==> src/rtl/adder_pkg.sv <==
`default_nettype none
// ============================================================================
// Module      : adder_pkg
// Description : Shared constants, FSM state encoding and sizing helper for the
//               nibble-serial add/subtract sequencer.
// Revision    : 1.0 - initial release
// ============================================================================
package adder_pkg;

    // Width of the shared carry-lookahead slice.
    localparam int SLICE_W = 4;

    // Sequencer states.
    typedef enum logic [1:0] {
        ST_IDLE = 2'd0,
        ST_RUN  = 2'd1,
        ST_DONE = 2'd2
    } state_t;

    // Number of slice cycles needed to cover one operand.
    function automatic int calc_nslice(input int width);
        return width / SLICE_W;
    endfunction

endpackage
`default_nettype wire

==> src/rtl/adder_seq_ctrl_cla4_slice.sv <==
`default_nettype none
// ============================================================================
// Module      : cla4_slice
// Description : 4-bit carry-lookahead adder slice. Purely combinational; all
//               internal carries come from generate/propagate terms rather
//               than rippling bit to bit.
// Revision    : 1.0 - initial release
// ============================================================================
module cla4_slice (
    input  logic [3:0] a,
    input  logic [3:0] b,
    input  logic       cin,
    output logic [3:0] sum,
    output logic       cout
);

    logic [3:0] w_g;
    logic [3:0] w_p;
    logic [4:0] w_c;

    assign w_g = a & b;
    assign w_p = a ^ b;

    // Flattened lookahead equations for every carry in the nibble.
    assign w_c[0] = cin;
    assign w_c[1] = w_g[0] | (w_p[0] & cin);
    assign w_c[2] = w_g[1] | (w_p[1] & w_g[0]) | (w_p[1] & w_p[0] & cin);
    assign w_c[3] = w_g[2] | (w_p[2] & w_g[1]) | (w_p[2] & w_p[1] & w_g[0])
                  | (w_p[2] & w_p[1] & w_p[0] & cin);
    assign w_c[4] = w_g[3] | (w_p[3] & w_g[2]) | (w_p[3] & w_p[2] & w_g[1])
                  | (w_p[3] & w_p[2] & w_p[1] & w_g[0])
                  | (w_p[3] & w_p[2] & w_p[1] & w_p[0] & cin);

    genvar i;
    generate
        for (i = 0; i < 4; i++) begin : g_sum
            assign sum[i] = w_p[i] ^ w_c[i];
        end
    endgenerate

    assign cout = w_c[4];

endmodule
`default_nettype wire

==> src/rtl/adder_seq_ctrl.sv <==
`default_nettype none
// ============================================================================
// Module      : adder_seq_ctrl
// Description : Multi-precision add/subtract sequencer. Processes one nibble
//               per cycle through a single CLA slice, LS nibble first, with
//               the slice carry-out registered between nibbles. Operands and
//               results use valid/ready handshakes.
// Revision    : 1.0 - initial release
// ============================================================================
module adder_seq_ctrl
    import adder_pkg::*;
#(
    parameter int WIDTH = 16
) (
    input  logic             clk,
    input  logic             rst,
    input  logic             in_valid,
    output logic             in_ready,
    input  logic             op_sub,
    input  logic [WIDTH-1:0] a,
    input  logic [WIDTH-1:0] b,
    output logic             out_valid,
    input  logic             out_ready,
    output logic [WIDTH:0]   s,
    output logic             busy
);

    localparam int NSLICE = calc_nslice(WIDTH);
    localparam int IDX_W  = (NSLICE > 1) ? $clog2(NSLICE) : 1;
    localparam logic [IDX_W-1:0] C_LAST_IDX = IDX_W'(NSLICE - 1);

    state_t             r_state;
    logic [IDX_W-1:0]   r_idx;
    logic               r_carry;
    logic [WIDTH-1:0]   r_a;
    logic [WIDTH-1:0]   r_b;
    logic [WIDTH:0]     r_s;
    logic               r_out_valid;

    logic [SLICE_W-1:0] w_a_nib;
    logic [SLICE_W-1:0] w_b_nib;
    logic [SLICE_W-1:0] w_sum;
    logic               w_cout;

    // Current nibble of the latched operands feeds the shared slice.
    assign w_a_nib = r_a[r_idx*SLICE_W +: SLICE_W];
    assign w_b_nib = r_b[r_idx*SLICE_W +: SLICE_W];

    cla4_slice u_slice (
        .a    (w_a_nib),
        .b    (w_b_nib),
        .cin  (r_carry),
        .sum  (w_sum),
        .cout (w_cout)
    );

    // Sequencer: accept, step one nibble per edge, then hold the result until taken.
    always_ff @(posedge clk or posedge rst) begin
        if (rst) begin
            r_state     <= ST_IDLE;
            r_idx       <= '0;
            r_carry     <= 1'b0;
            r_a         <= '0;
            r_b         <= '0;
            r_s         <= '0;
            r_out_valid <= 1'b0;
        end else begin
            case (r_state)
                ST_IDLE: begin
                    if (in_valid) begin
                        // Subtraction is a + ~b + 1: invert B here, carry-in of 1.
                        r_a     <= a;
                        r_b     <= b ^ {WIDTH{op_sub}};
                        r_carry <= op_sub;
                        r_idx   <= '0;
                        r_s     <= '0;
                        r_state <= ST_RUN;
                    end
                end
                ST_RUN: begin
                    r_s[r_idx*SLICE_W +: SLICE_W] <= w_sum;
                    r_carry <= w_cout;
                    if (r_idx == C_LAST_IDX) begin
                        r_s[WIDTH]  <= w_cout;
                        r_out_valid <= 1'b1;
                        r_state     <= ST_DONE;
                    end else begin
                        r_idx <= r_idx + 1'b1;
                    end
                end
                ST_DONE: begin
                    if (out_ready) begin
                        r_out_valid <= 1'b0;
                        r_state     <= ST_IDLE;
                    end
                end
                default: begin
                    r_state     <= ST_IDLE;
                    r_out_valid <= 1'b0;
                end
            endcase
        end
    end

    assign in_ready  = (r_state == ST_IDLE);
    assign busy      = (r_state != ST_IDLE);
    assign out_valid = r_out_valid;
    assign s         = r_s;

endmodule
`default_nettype wire

==> config.mk <==
export PLATFORM = sky130hd
export DESIGN_NAME = adder_seq_ctrl
export DESIGN_NICKNAME = d
export VERILOG_FILES = /design/src/rtl/adder_pkg.sv /design/src/rtl/adder_seq_ctrl_cla4_slice.sv /design/src/rtl/adder_seq_ctrl.sv
export SDC_FILE = /design/constraint.sdc
export NUM_CORES = 1
export LEC_CHECK = 0
export CORE_ASPECT_RATIO = 1.25
export CORE_UTILIZATION = 25
export CTS_CLUSTER_DIAMETER = 120
export CTS_CLUSTER_SIZE = 40
export DETAILED_ROUTE_END_ITERATION = 7
export SLEW_MARGIN = 15
export SYNTH_ARGS = -nofsm -noshare
export SYNTH_HDL_FRONTEND = slang
export SYNTH_SLANG_ARGS = --single-unit
==> constraint.sdc <==
create_clock -name clk -period 3.4 [get_ports clk]
set_input_delay 1.02 -clock clk [delete_from_list [all_inputs] [get_ports clk]]
set_output_delay 1.02 -clock clk [all_outputs]
set_load 0.02 [all_outputs]
**Yosys cells after proc, flatten, opt, wreduce, memory -nomap -nowiden**

Cells that the tools add are included.

- Input bits: 37
- Register bits: 55
- Output and inout bits: 20
- Word-level logic and storage cells: 78

- Shift operators: 4
- Bitwise gates (word level): 34
- Mux-type cells: 16
- Equality and inequality tests: 7
- Reduce and logical (&&, ||, !) cells: 8
- Add/subtract/negate cells: 2

Operators by type and width:

| cell | number |
|---|---|
| 4-bit negation with 34-bit output | 1 |
| 17-bit case mux with 2 select lines | 1 |
| 4-bit by 34-bit variable shift with 17-bit output (first input constant) | 1 |
| 4-bit by 34-bit variable part select with 17-bit output | 1 |
| 16-bit by 5-bit variable part select with 4-bit output | 2 |
| 17-bit bitwise mux | 1 |
| 17-bit two-way mux | 1 |
| 1-bit bitwise AND | 16 |
| 16-bit bitwise XOR | 1 |
| 2-bit two-way mux | 5 |
| 1-bit OR | 10 |
| 3-bit AND reduction | 3 |
| 2-bit != test (second input constant) | 4 |
| 2-bit case mux with 3 select lines | 1 |
| 4-bit bitwise AND | 1 |
| 2-bit equality test (second input constant) | 2 |
| 1-bit two-way mux | 4 |
| 2-bit case mux with 2 select lines | 1 |
| 2-bit AND reduction | 2 |
| 2-bit nonzero test | 2 |
| 1-bit bitwise XOR | 4 |
| 4-bit bitwise XOR | 1 |
| 1-bit case mux with 3 select lines | 1 |
| 2-bit by 1-bit adder with 2-bit output (second input constant) | 1 |
| 4 further kinds | 4 |

**Longest topological paths before layout**

Gate-level depths: netlist of the first run.

- Word-level depth: 11
- Gate-level depth with buffers: 7
- Gate-level depth less buffers: 6

**Modules after synthesis**

From an unflattened synthesis of the first run, not the netlist that was laid out.

- Cell total of the unflattened synthesis: 229
- Area total of the unflattened synthesis: 2785.2 um^2

Modules (own cells, without submodules):

| module | sequential area each (um^2) | cells each | area an instance (um^2) | times used |
|---|---|---|---|---|
| adder_seq_ctrl | 1376.3 | 209 | 2615.0 | 1 |
| cla4_slice | 0.0 | 20 | 170.2 | 1 |

**Worst setup path after synthesis of the first run**

OpenSTA, ideal clock, no wires.

- Path type: reg-to-reg
- Start point: register r_idx[0]
- End point: register r_s[11], in the netlist s[11]
- Slack: 986 ps
- Path buffers: 1
- Data required time: 3279 ps
- Setup time: 121 ps
- Stages on the path, launching flop included: 8
- Period minus slack after synthesis: 2414 ps
- Arrival: 2293 ps
- Path through: dfrtp_1 buf_2 mux4_2 ha_1 a21o_1 a31o_2 xor2_1 a22o_1

- Cells in the longest elaborated chain, start to end: 10
- Elaborated cells between the ends (all ways): 28
- Those cells by class: add/sub (1); shift (4); mux (2); bitwise (21)

Ends and longest elaborated chain:

| element | RTL line | RTL |
|---|---|---|
| start: declaration | adder_seq_ctrl.sv:33 | `logic [IDX_W-1:0] r_idx;` |
| start signal: assignment | adder_seq_ctrl.sv:88 | `r_idx <= r_idx + 1'b1;` |
| 16-bit by 5-bit variable part select with 4-bit output, on equally long branches | adder_seq_ctrl.sv:46, adder_seq_ctrl.sv:47 |  |
| 4-bit bitwise XOR or 4-bit bitwise AND (tied branches) | adder_seq_ctrl_cla4_slice.sv:22, adder_seq_ctrl_cla4_slice.sv:21 |  |
| 1-bit bitwise AND, on equally long branches | adder_seq_ctrl_cla4_slice.sv:28, adder_seq_ctrl_cla4_slice.sv:29 |  |
| 1-bit OR, or another cell as far along | adder_seq_ctrl_cla4_slice.sv:28 | `assign w_c[3] = w_g[2] \| (w_p[2] & w_g[1]) \| (w_p[2] & w_p[1] & w_g[0])` |
| 1-bit OR or 1-bit bitwise AND (tied branches) | adder_seq_ctrl_cla4_slice.sv:28, adder_seq_ctrl_cla4_slice.sv:29 |  |
| 1-bit OR | adder_seq_ctrl_cla4_slice.sv:29 | `\| (w_p[2] & w_p[1] & w_p[0] & cin);` |
| 1-bit bitwise XOR | adder_seq_ctrl_cla4_slice.sv:37 | `assign sum[i] = w_p[i] ^ w_c[i];` |
| 4-bit by 34-bit variable part select with 17-bit output | adder_seq_ctrl.sv:81 | `r_s[r_idx*SLICE_W +: SLICE_W] <= w_sum;` |
| 17-bit bitwise mux * | adder_seq_ctrl.sv:81 |  |
| 17-bit case mux with 2 select lines * | adder_seq_ctrl.sv:68 | `case (r_state)` |
| end signal: indexed assignment | adder_seq_ctrl.sv:81 |  |
| end signal: indexed assignment | adder_seq_ctrl.sv:84 | `r_s[WIDTH] <= w_cout;` |
| end: declaration | adder_seq_ctrl.sv:37 | `logic [WIDTH:0] r_s;` |

Every way passes the cells marked *; elsewhere a longest branch is shown, timed or not.
A chain may end at the register's enable or synchronous reset.

**Worst setup path after layout of the first run**

- Start point: register r_idx[1]
- End point: register r_s[7], in the netlist s[7]

The elaborated chain is that of the path after synthesis.

==> results.py, run 1 <==
metrics = {
    "synth": {
        "synth.cell_area_mm2": 0.00264,
        "yosys_warnings": 0,
        "syn-mean-instance-area_um2": 12.5,
        "syn-num-nets": 257,
        "synthTopCellsByArea": "sky130_fd_sc_hd__dfrtp_1 (52%), sky130_fd_sc_hd__mux2_1 (6.8%), sky130_fd_sc_hd__mux4_2 (6.8%)",
        "ys_async_sr_fraction_pct": 100,
        "synth-seq-cells": 55,
        "synth_largest_type_area_fraction_pct": 52.1,
        "yosysUniqueCellTypes": 35,
        "number_of_enable_flip_flop_cells_after_synthesis": 0,
        "seq_area_frac_synth_pct": 52.1,
        "syn_inst": 211,
        "synth-main-ff-cell": "sky130_fd_sc_hd__dfrtp_1",
        "yosys.area.top_type": "sky130_fd_sc_hd__dfrtp_1",
    },
    "power": {
        "worst_ir_drop_vdd_uv": 634,
        "power.static_leakage_nw": 1.43,
        "power.sequential.fraction_pct": 32.3,
        "netSwitchingPower_mw": 1.41,
        "p_int_mw": 2.00,
        "power-per-cell-area_mw_per_mm2": 977,
        "sw_frac_of_total_pct": 41.4,
        "portion_of_total_power_attributed_to_the_clock_network_pct": 15.0,
        "post-layout-total-power_mw": 3.41,
        "combPwrFrac_pct": 52.7,
    },
    "drt": {
        "finalWirelength_mm": 5.70,
        "num_vias": 1827,
        "avgRoutedWirePerCell_um": 14.3,
        "drt_drc_violations_left": 0,
        "avgViaCountPerCell": 4.58,
        "antenna_violating_nets_post_route": 0,
        "firstDrtPassIters": 4,
        "first_iter_violations": 81,
    },
    "finish": {
        "area_delta_synth_final_pct": 32.1,
        "finish.net_count": 315,
        "layout_cells_sized_above_1_pct": 10.7,
        "instances_no_fill": 399,
        "n_diodes": 0,
        "final_core_utilization_pct": 34.3,
    },
    "setup_path": {
        "crit_fanout": 11,
        "cp_data_arrival_time_ps": 2840,
        "timing.setup.critical_path_class": "reg -> reg",
        "timing.critical_path.required_ps": 3630,
        "cp-end-kind": "flop",
        "element_type_at_the_critical_path_start": "flop",
    },
    "min_path": {
        "worst_min_path_class": "reg -> reg",
    },
    "clock_network": {
        "clock_latency_ps": 290,
        "post_cts_resized": 0,
        "clk_pin_slew_worst_setup_hold_paths_ps": 70,
        "tritoncts": "built",
        "htreeDepth": 2,
        "max-clock-path-buffers": 2,
        "numCtsBuffers": 5,
        "cts_post_setup_buffers_inserted": 0,
        "clock_sink_count": 55,
        "cts.hold.buffers_added": 0,
        "cts.root.buffer_cell": "sky130_fd_sc_hd__clkbuf_16",
    },
    "grt": {
        "first_global_vias": 1810,
        "grt_overflow_total": 0,
        "grt_antenna_before_repair": 0,
        "grt_start_max_net_pins": 56,
        "grt.total_usage_pct": 11.0,
        "grt_pass1_wl_mm": 9.14,
    },
    "floorplan": {
        "top_level_ports": 57,
        "die-width_um": 93.9,
        "rows": 41,
        "floorplan.die_area_mm2": 0.0110,
        "chipHeight_um": 117,
        "initial_utilization_pct": 26.0,
        "core_region_area_mm2": 0.0102,
    },
    "placed_design": {
        "place.detailed.instances": 391,
        "place.gp.congestion": 0.750,
        "dp_hpwl_mm": 4.15,
        "port_buffers": 56,
    },
    "timing": {
        "post-route-min-period_ps": 2610,
        "final.period_utilization_pct": 76.8,
        "final_hold_violations": 0,
        "fmax_achieved_ghz": 0.383,
        "slew_headroom_pct": 53.7,
        "holdWs_ps": 488,
        "tns_ps": 0,
        "finClkSkew_ps": 9.65,
        "timing_max_transition_violations_final": 0,
        "transition_time_of_the_tightest_slew_check_pin_ps": 695,
        "finalSetupViolations": 0,
        "grt_setup_unrepaired": "no",
    },
    "run": {
        "cap_viol_max_count": 0,
    },
    "outcome": {
        "outcome": "finished, final reports clean",
    },
}
[flip-flops by register name, indices dropped and copies added, names as in the netlist]
signal / cells
r_carry: 1
r_b: 16
r_idx: 2
out_valid: 1
s: 17
r_a: 16
r_state: 2
[final cells by class]
cell class / instances / area [µm²]
Clock buffer: 5 / 125
Clock inverter: 3 / 18.8
Fill cell: 1049 / 6670
Inverter: 5 / 18.8
Multi-Input combinational cell: 140 / 1180
Sequential cell: 55 / 1380
Tap cell: 129 / 161
Timing Repair Buffer: 62 / 606
[cells in the mapped netlist, drive strengths merged, types with 2 or more instances]
| cell type | n |
|---|---|
| dfrtp | 55 |
| a21oi | 23 |
| nor2 | 22 |
| xnor2 | 18 |
| a22o | 16 |
| mux2 | 16 |
| buf | 10 |
| ha | 8 |
| mux4 | 8 |
| inv | 5 |
| nand2 | 5 |
| o21ai | 4 |
| a21o | 2 |
| a31o | 2 |
| and4 | 2 |
| nor3b | 2 |
[worst max-delay path: stages, from the launching register on]
cell and delay (ps):
sky130_fd_sc_hd__dfrtp_1 690, sky130_fd_sc_hd__mux4_2 410, sky130_fd_sc_hd__ha_1 360, sky130_fd_sc_hd__a21o_1 200
sky130_fd_sc_hd__a31o_2 230, sky130_fd_sc_hd__xor2_1 430, sky130_fd_sc_hd__a22o_1 230
[kinds of logic (layout without fill, tap and decap cells)]
kind of cell,Yosys count,in the layout,synth area share (%)
AND/OR/NAND/NOR,38,38,7.30
XOR/XNOR,19,19,6.30
adder cells (fa/ha/maj),9,9,4.55
AO/OA/AOI/OAI,50,50,12.7
flip-flops,55,55,52.1
buffers and inverters,16,75,3.36
multiplexers,24,24,13.6
[per-stage QoR]
stage                     cell area (µm²)  setup slack [ps]
after global routing                 3490               755
final                                3490               788
after CTS                            3490               813
after floorplan                      2640               986
after global placement               3340               799
after detailed placement             3340               804
[metal layers]
metal  share of wire [%]  track usage, %
met1                  44            14.2
met2                  50            18.5
met3                 4.8            2.52
met4                 1.1            3.08
met5                   0               0
[power groups by stage]
stage	Sequential, mW	Combinational, mW	Clock [mW]
global route	1.14	1.96	0.543
detailed placement	1.11	1.79	0
CTS	1.10	1.80	0.520
finish	1.10	1.80	0.510
floorplan	1.12	1.20	0
global placement	1.10	1.74	0
[worst paths after layout]
check | cells past startpoint | end | startpoint | slack (ps)
worst min-delay path | 1 | r_a[11]$_DFFE_PP0P_ | r_a[11]$_DFFE_PP0P_ | 490
max in group asynchronous | 3 | out_valid$_DFFE_PP0P_ | rst | 1700
min in group asynchronous | 3 | s[5]$_DFFE_PP0P_ | rst | 1230
worst max register to register | 6 | s[7]$_DFFE_PP0P_ | r_idx[1]$_DFFE_PP0P_ | 790
worst min register to register | 1 | r_a[11]$_DFFE_PP0P_ | r_a[11]$_DFFE_PP0P_ | 490
worst max-delay path | 6 | s[7]$_DFFE_PP0P_ | r_idx[1]$_DFFE_PP0P_ | 790
[cells in the final DEF, fill, tap and decap left out, types with 2 or more instances in the layout]
master / count
sky130_fd_sc_hd__mux4_2: 8
sky130_fd_sc_hd__clkbuf_16: 5
sky130_fd_sc_hd__nand2_1: 5
sky130_fd_sc_hd__clkinv_2: 2
sky130_fd_sc_hd__xnor2_1: 18
sky130_fd_sc_hd__a22o_1: 16
sky130_fd_sc_hd__mux2_1: 16
sky130_fd_sc_hd__a21oi_1: 23
sky130_fd_sc_hd__clkdlybuf4s50_1: 56
sky130_fd_sc_hd__o21ai_0: 3
sky130_fd_sc_hd__dfrtp_1: 55
sky130_fd_sc_hd__a21o_1: 2
sky130_fd_sc_hd__and4_4: 2
sky130_fd_sc_hd__inv_1: 4
sky130_fd_sc_hd__buf_4: 6
sky130_fd_sc_hd__ha_1: 8
sky130_fd_sc_hd__nor2_1: 21
Power figures use the tool's default switching activity.
==> run 2: changes to the inputs <==
clock period = 2.5 ns   (was 3.4 ns; I/O delays follow)
==> run 2 against run 1 <==
- first-iteration DRC count is 3.7% higher
- global-route usage is 0.12 points higher
- power is 43% higher
- register-to-register slack worse by 680 ps
- final cell count is 2.5% higher
- worst hold slack worse by 3.9 ps
- final area is 3.4% higher
- worst setup slack worse by 680 ps
- clock-buffer cell count is 2 higher
- largest cell class unchanged
- highest routed layer unchanged
==> results.py, run 2 (synthesis gave the netlist of run 1 again) <==
metrics = {
    "setup_path": {
        "crit_fanout": 10,
        "cp-end-kind": "flop",
        "element_type_at_the_critical_path_start": "flop",
        "cp_data_arrival_time_ps": 2570,
        "timing.critical_path.required_ps": 2680,
        "timing.setup.critical_path_class": "reg -> reg",
    },
    "finish": {
        "layout_common_cells": "sky130_fd_sc_hd__clkdlybuf4s50_1 (56), sky130_fd_sc_hd__dfrtp_1 (55), sky130_fd_sc_hd__a21oi_1 (23)",
        "final_core_utilization_pct": 35.5,
        "filler_cell_count": 1034,
        "largest_reg_flops": 17,
        "area_delta_synth_final_pct": 36.6,
        "finish.net_count": 325,
        "layout_cells_sized_above_1_pct": 13.6,
        "instances_no_fill": 409,
        "n_diodes": 0,
        "mostFrequentLayoutCell": "sky130_fd_sc_hd__clkdlybuf4s50_1",
        "design_area_mm2": 0.00361,
    },
    "placed_design": {
        "dp_hpwl_mm": 4.15,
        "placement.cell_area_mm2": 0.00342,
        "port_buffers": 56,
        "place.gp.congestion": 0.778,
        "place.detailed.instances": 396,
    },
    "grt": {
        "grt.total_usage_pct": 11.1,
        "grt_antenna_before_repair": 0,
        "grt_overflow_total": 0,
        "first_global_vias": 1875,
        "grt_start_max_net_pins": 56,
        "grt_pass1_wl_mm": 9.35,
    },
    "clock_network": {
        "numCtsBuffers": 5,
        "cts.hold.buffers_added": 0,
        "clock_latency_ps": 290,
        "clock_sink_count": 55,
        "cts.root.buffer_cell": "sky130_fd_sc_hd__clkbuf_16",
        "max-clock-path-buffers": 2,
        "clk_pin_slew_worst_setup_hold_paths_ps": 70,
        "htreeDepth": 2,
        "post_cts_resized": 0,
        "cts_post_setup_buffers_inserted": 0,
        "tritoncts": "built",
    },
    "drt": {
        "firstDrtPassIters": 4,
        "finalWirelength_mm": 5.61,
        "drt_drc_violations_left": 0,
        "first_iter_violations": 84,
        "num_vias": 1806,
        "avgViaCountPerCell": 4.42,
        "antenna_violating_nets_post_route": 0,
        "avgRoutedWirePerCell_um": 13.7,
    },
    "timing": {
        "holdWs_ps": 484,
        "timing_max_transition_violations_final": 0,
        "post-route-min-period_ps": 2390,
        "transition_time_of_the_tightest_slew_check_pin_ps": 616,
        "tns_ps": 0,
        "final.period_utilization_pct": 95.6,
        "finClkSkew_ps": 6.71,
        "finalSetupViolations": 0,
        "grt_setup_unrepaired": "no",
        "slew_headroom_pct": 58.9,
        "fmax_achieved_ghz": 0.418,
        "final_hold_violations": 0,
    },
    "floorplan": {
        "chipHeight_um": 117,
        "initial_utilization_pct": 26.0,
        "floorplan.die_area_mm2": 0.0110,
        "rows": 41,
        "top_level_ports": 57,
        "die-width_um": 93.9,
        "core_region_area_mm2": 0.0102,
    },
    "min_path": {
        "worst_min_path_class": "reg -> reg",
    },
    "outcome": {
        "outcome": "finished, final reports clean",
    },
    "power": {
        "power.static_leakage_nw": 1.49,
        "worst_ir_drop_vdd_uv": 605,
        "power-per-cell-area_mw_per_mm2": 1350,
    },
    "run": {
        "cap_viol_max_count": 0,
    },
}
run 2: cell types whose count changed in the layout (fill, tap and decap cells not counted):
cell,delta
sky130_fd_sc_hd__clkbuf_8,+1
sky130_fd_sc_hd__buf_12,+3
sky130_fd_sc_hd__clkbuf_1,+1
sky130_fd_sc_hd__clkinv_4,+1
sky130_fd_sc_hd__inv_6,-1
sky130_fd_sc_hd__buf_4,+7
sky130_fd_sc_hd__clkinv_2,-2
run 2: path summary, 6_finish.rpt:
path | from | end | slack [ps] | cells past startpoint
worst max-delay path | r_idx[0]$_DFFE_PP0P_ | s[11]$_DFFE_PP0P_ | 110 | 8
worst min-delay path | r_a[15]$_DFFE_PP0P_ | r_a[15]$_DFFE_PP0P_ | 480 | 1
worst max register to register | r_idx[0]$_DFFE_PP0P_ | s[11]$_DFFE_PP0P_ | 110 | 8
worst min register to register | r_a[15]$_DFFE_PP0P_ | r_a[15]$_DFFE_PP0P_ | 480 | 1
max in group asynchronous | rst | r_state[0]$_DFFE_PP0P_ | 1430 | 3
min in group asynchronous | rst | r_b[4]$_DFFE_PP0P_ | 830 | 3
run 2: final cells by class:
cell class / instances / area (µm²) / share of cell area, %
tap: 129 / 161 / 4.47
clock inverter: 1 / 8.76 / 0.243
timing repair buffer: 72 / 718 / 19.9
clock buffer: 7 / 143 / 3.95
sequential: 55 / 1380 / 38.2
inverter: 5 / 18.8 / 0.520
multi-input combinational: 140 / 1180 / 32.7
run 2: where the power goes:
group          switching, mW  internal [mW]
clock                  0.301          0.401
sequential             0.226           1.26
combinational           1.35           1.34
total                   1.88           3.01
run 2: critical path: stages (launching register included):
cell and delay, ps:
sky130_fd_sc_hd__dfrtp_1 380, sky130_fd_sc_hd__buf_12 140, sky130_fd_sc_hd__mux4_2 530, sky130_fd_sc_hd__ha_1 310
sky130_fd_sc_hd__a21o_1 170, sky130_fd_sc_hd__a31o_2 260, sky130_fd_sc_hd__xor2_1 140, sky130_fd_sc_hd__buf_4 150
sky130_fd_sc_hd__a22o_1 200
run 2: layer usage:
metal  track usage [%]  routed length (µm)  vias to the layer above
met3              2.58                 256                        5
met2              19.0                2760                       44
met1              14.1                2520                      869
met5                 0                   0                        -
li1                  -                   -                      888
met4              3.38                  64                        0
run 2: stage by stage:
stage / setup WS, ps / power, mW
floorplan: 85.8 / 3.14
global placement: 119 / 4.11
detailed placement: 76.6 / 4.17
CTS: 64.3 / 4.89
global route: 27.9 / 5.29
finish: 110 / 4.88
==> run 3: changes to the inputs <==
SLEW_MARGIN = default   (was 15)
clock period = 2.02 ns   (was 2.5 ns; I/O delays follow)
==> run 3 against run 2 <==
- highest routed layer unchanged
- register-to-register slack lost 320 ps
- first-iteration DRC count shrank 14%
- wire length grew 4.0%
- largest cell class unchanged
- via count grew 4.3%
- critical path type unchanged
- critical path depth shrank 1
- utilization grew 1.8 points
- the flow now finishes with violations (negative setup slack)
- combinational power grew 50%
- clock skew is essentially flat
==> results.py, run 3 (synthesis gave the netlist of run 1 again) <==
metrics = {
    "floorplan": {
        "core_region_area_mm2": 0.0102,
        "chipHeight_um": 117,
        "die-width_um": 93.9,
        "rows": 41,
        "initial_utilization_pct": 26.0,
        "top_level_ports": 57,
        "floorplan.die_area_mm2": 0.0110,
    },
    "clock_network": {
        "numCtsBuffers": 5,
        "cts.root.buffer_cell": "sky130_fd_sc_hd__clkbuf_16",
        "max-clock-path-buffers": 2,
        "clock_sink_count": 55,
        "htreeDepth": 2,
        "tritoncts": "built",
        "clk_pin_slew_worst_setup_hold_paths_ps": 70,
        "cts.hold.buffers_added": 0,
        "clock_latency_ps": 290,
    },
    "timing": {
        "final.period_utilization_pct": 110,
        "post-route-min-period_ps": 2230,
        "finClkSkew_ps": 6.23,
        "fmax_achieved_ghz": 0.448,
        "tns_ps": -2200,
        "setup_slack_ps": -210,
        "timing_max_transition_violations_final": 0,
        "holdWs_ps": 489,
        "finalSetupViolations": 18,
        "final_hold_violations": 0,
        "slew_headroom_pct": 77.6,
        "transition_time_of_the_tightest_slew_check_pin_ps": 336,
        "grt_setup_unrepaired": "yes",
    },
    "grt": {
        "grt_overflow_total": 0,
        "grt_start_max_net_pins": 56,
        "first_global_vias": 1938,
        "grt.total_usage_pct": 11.4,
        "grt_pass1_wl_mm": 9.65,
        "grt_antenna_before_repair": 0,
    },
    "drt": {
        "finalWirelength_mm": 5.83,
        "antenna_violating_nets_post_route": 0,
        "num_vias": 1884,
        "first_iter_violations": 72,
        "drt_drc_violations_left": 0,
        "avgViaCountPerCell": 4.54,
        "avgRoutedWirePerCell_um": 14.0,
        "firstDrtPassIters": 4,
    },
    "finish": {
        "largest_reg_flops": 17,
        "mostFrequentLayoutCell": "sky130_fd_sc_hd__dfrtp_1",
        "instances_no_fill": 415,
        "finish.net_count": 331,
        "design_area_mm2": 0.00379,
        "layout_cells_sized_above_1_pct": 18.9,
        "n_diodes": 0,
        "layout_common_cells": "sky130_fd_sc_hd__dfrtp_1 (55), sky130_fd_sc_hd__clkdlybuf4s50_1 (54), sky130_fd_sc_hd__nor2_1 (21), sky130_fd_sc_hd__a21oi_1 (21)",
        "area_delta_synth_final_pct": 43.6,
        "final_core_utilization_pct": 37.3,
    },
    "power": {
        "power.static_leakage_nw": 1.56,
        "worst_ir_drop_vdd_uv": 1080,
        "power-per-cell-area_mw_per_mm2": 1810,
    },
    "setup_path": {
        "timing.critical_path.required_ps": 2200,
        "max_stage_delay_ps": 560,
        "timing.critical_path.from": "r_idx[0]$_DFFE_PP0P_",
        "element_type_at_the_critical_path_start": "flop",
        "critical-path-slowest-cell": "sky130_fd_sc_hd__mux4_2",
        "worst_r2r_path_depth": 7,
        "regToRegSetupSlack_ps": -210,
        "cp_data_arrival_time_ps": 2410,
        "crit_fanout": 5,
        "worstSetupEndpoint": "s[11]$_DFFE_PP0P_",
        "crit_path_cell_chain": "buf_6 > mux4_2 > ha_4 > a21o_1 > a31o_4 > xor2_4 > a22o_1",
        "worst_r2r_dst": "s[11]$_DFFE_PP0P_",
        "rr_startpoint": "r_idx[0]$_DFFE_PP0P_",
        "timing.setup.critical_path_class": "reg -> reg",
        "cp-end-kind": "flop",
    },
    "outcome": {
        "outcome": "complete, but fails checks",
        "failed_checks": "negative setup slack",
    },
    "placed_design": {
        "placement.cell_area_mm2": 0.00350,
        "place.gp.congestion": 0.777,
        "place.detailed.instances": 403,
        "port_buffers": 56,
        "dp_hpwl_mm": 4.44,
    },
    "min_path": {
        "worst_min_path_class": "reg -> reg",
        "worstHoldPathCells": 1,
    },
    "run": {
        "cap_viol_max_count": 0,
    },
}
## run 3: critical path: cells and delay by family, from the launching register on
kind | cells | cell delay (ps)
buffers and inverters | 1 | 140
multiplexers | 1 | 560
adder cells (fa/ha/maj) | 1 | 230
flip-flops | 1 | 380
XOR/XNOR | 1 | 160
AO/OA/AOI/OAI | 3 | 640
## run 3: timing repair
item,in CTS,in global routing
endpoints found under the setup margin,20,18
resized for setup,13,6
buffers inserted,1,3
pin swaps,3,5
## run 3: cell type report
class                   count  area [µm²]
inverters                   5        18.8
well taps                 129         161
flip-flops and latches     55        1380
repair buffers             78         796
clock inverters             2        38.8
multi-input cells         140        1270
fillers                   996        6370
clock buffers               6         129
## run 3: how the worst min path moves through the flow
| stage | start | slack, ps | endpoint |
|---|---|---|---|
| after global placement | r_a[7]$_DFFE_PP0P_ | 470 | r_a[7]$_DFFE_PP0P_ |
| after global routing | r_a[3]$_DFFE_PP0P_ | 510 | r_a[3]$_DFFE_PP0P_ |
| after detailed placement | r_a[15]$_DFFE_PP0P_ | 480 | r_a[15]$_DFFE_PP0P_ |
| final | r_a[3]$_DFFE_PP0P_ | 490 | r_a[3]$_DFFE_PP0P_ |
| after floorplan | r_a[10]$_DFFE_PP0P_ | 450 | r_a[10]$_DFFE_PP0P_ |
| after CTS | r_a[15]$_DFFE_PP0P_ | 490 | r_a[15]$_DFFE_PP0P_ |
## run 3: per-layer routing
layer / vias up / part of all wire [%] / GRT usage, %
met5: - / 0 / 0
met4: 0 / 0.77 / 2.77
met3: 5 / 4.2 / 2.39
met2: 54 / 51 / 19.9
met1: 921 / 44 / 14.4
li1: 904 / - / -
## run 3: metrics by stage
| stage | setup WS [ps] | power, mW |
|---|---|---|
| after global routing | -270 | 7.35 |
| after floorplan | -228 | 4.00 |
| after detailed placement | -212 | 5.20 |
| final | -210 | 6.85 |
| after global placement | -161 | 5.10 |
| after CTS | -202 | 6.54 |
## run 3: power breakdown
group	internal (mW)	switching, mW
logic	2.11	1.93
clock network	0.590	0.382
registers	1.56	0.279
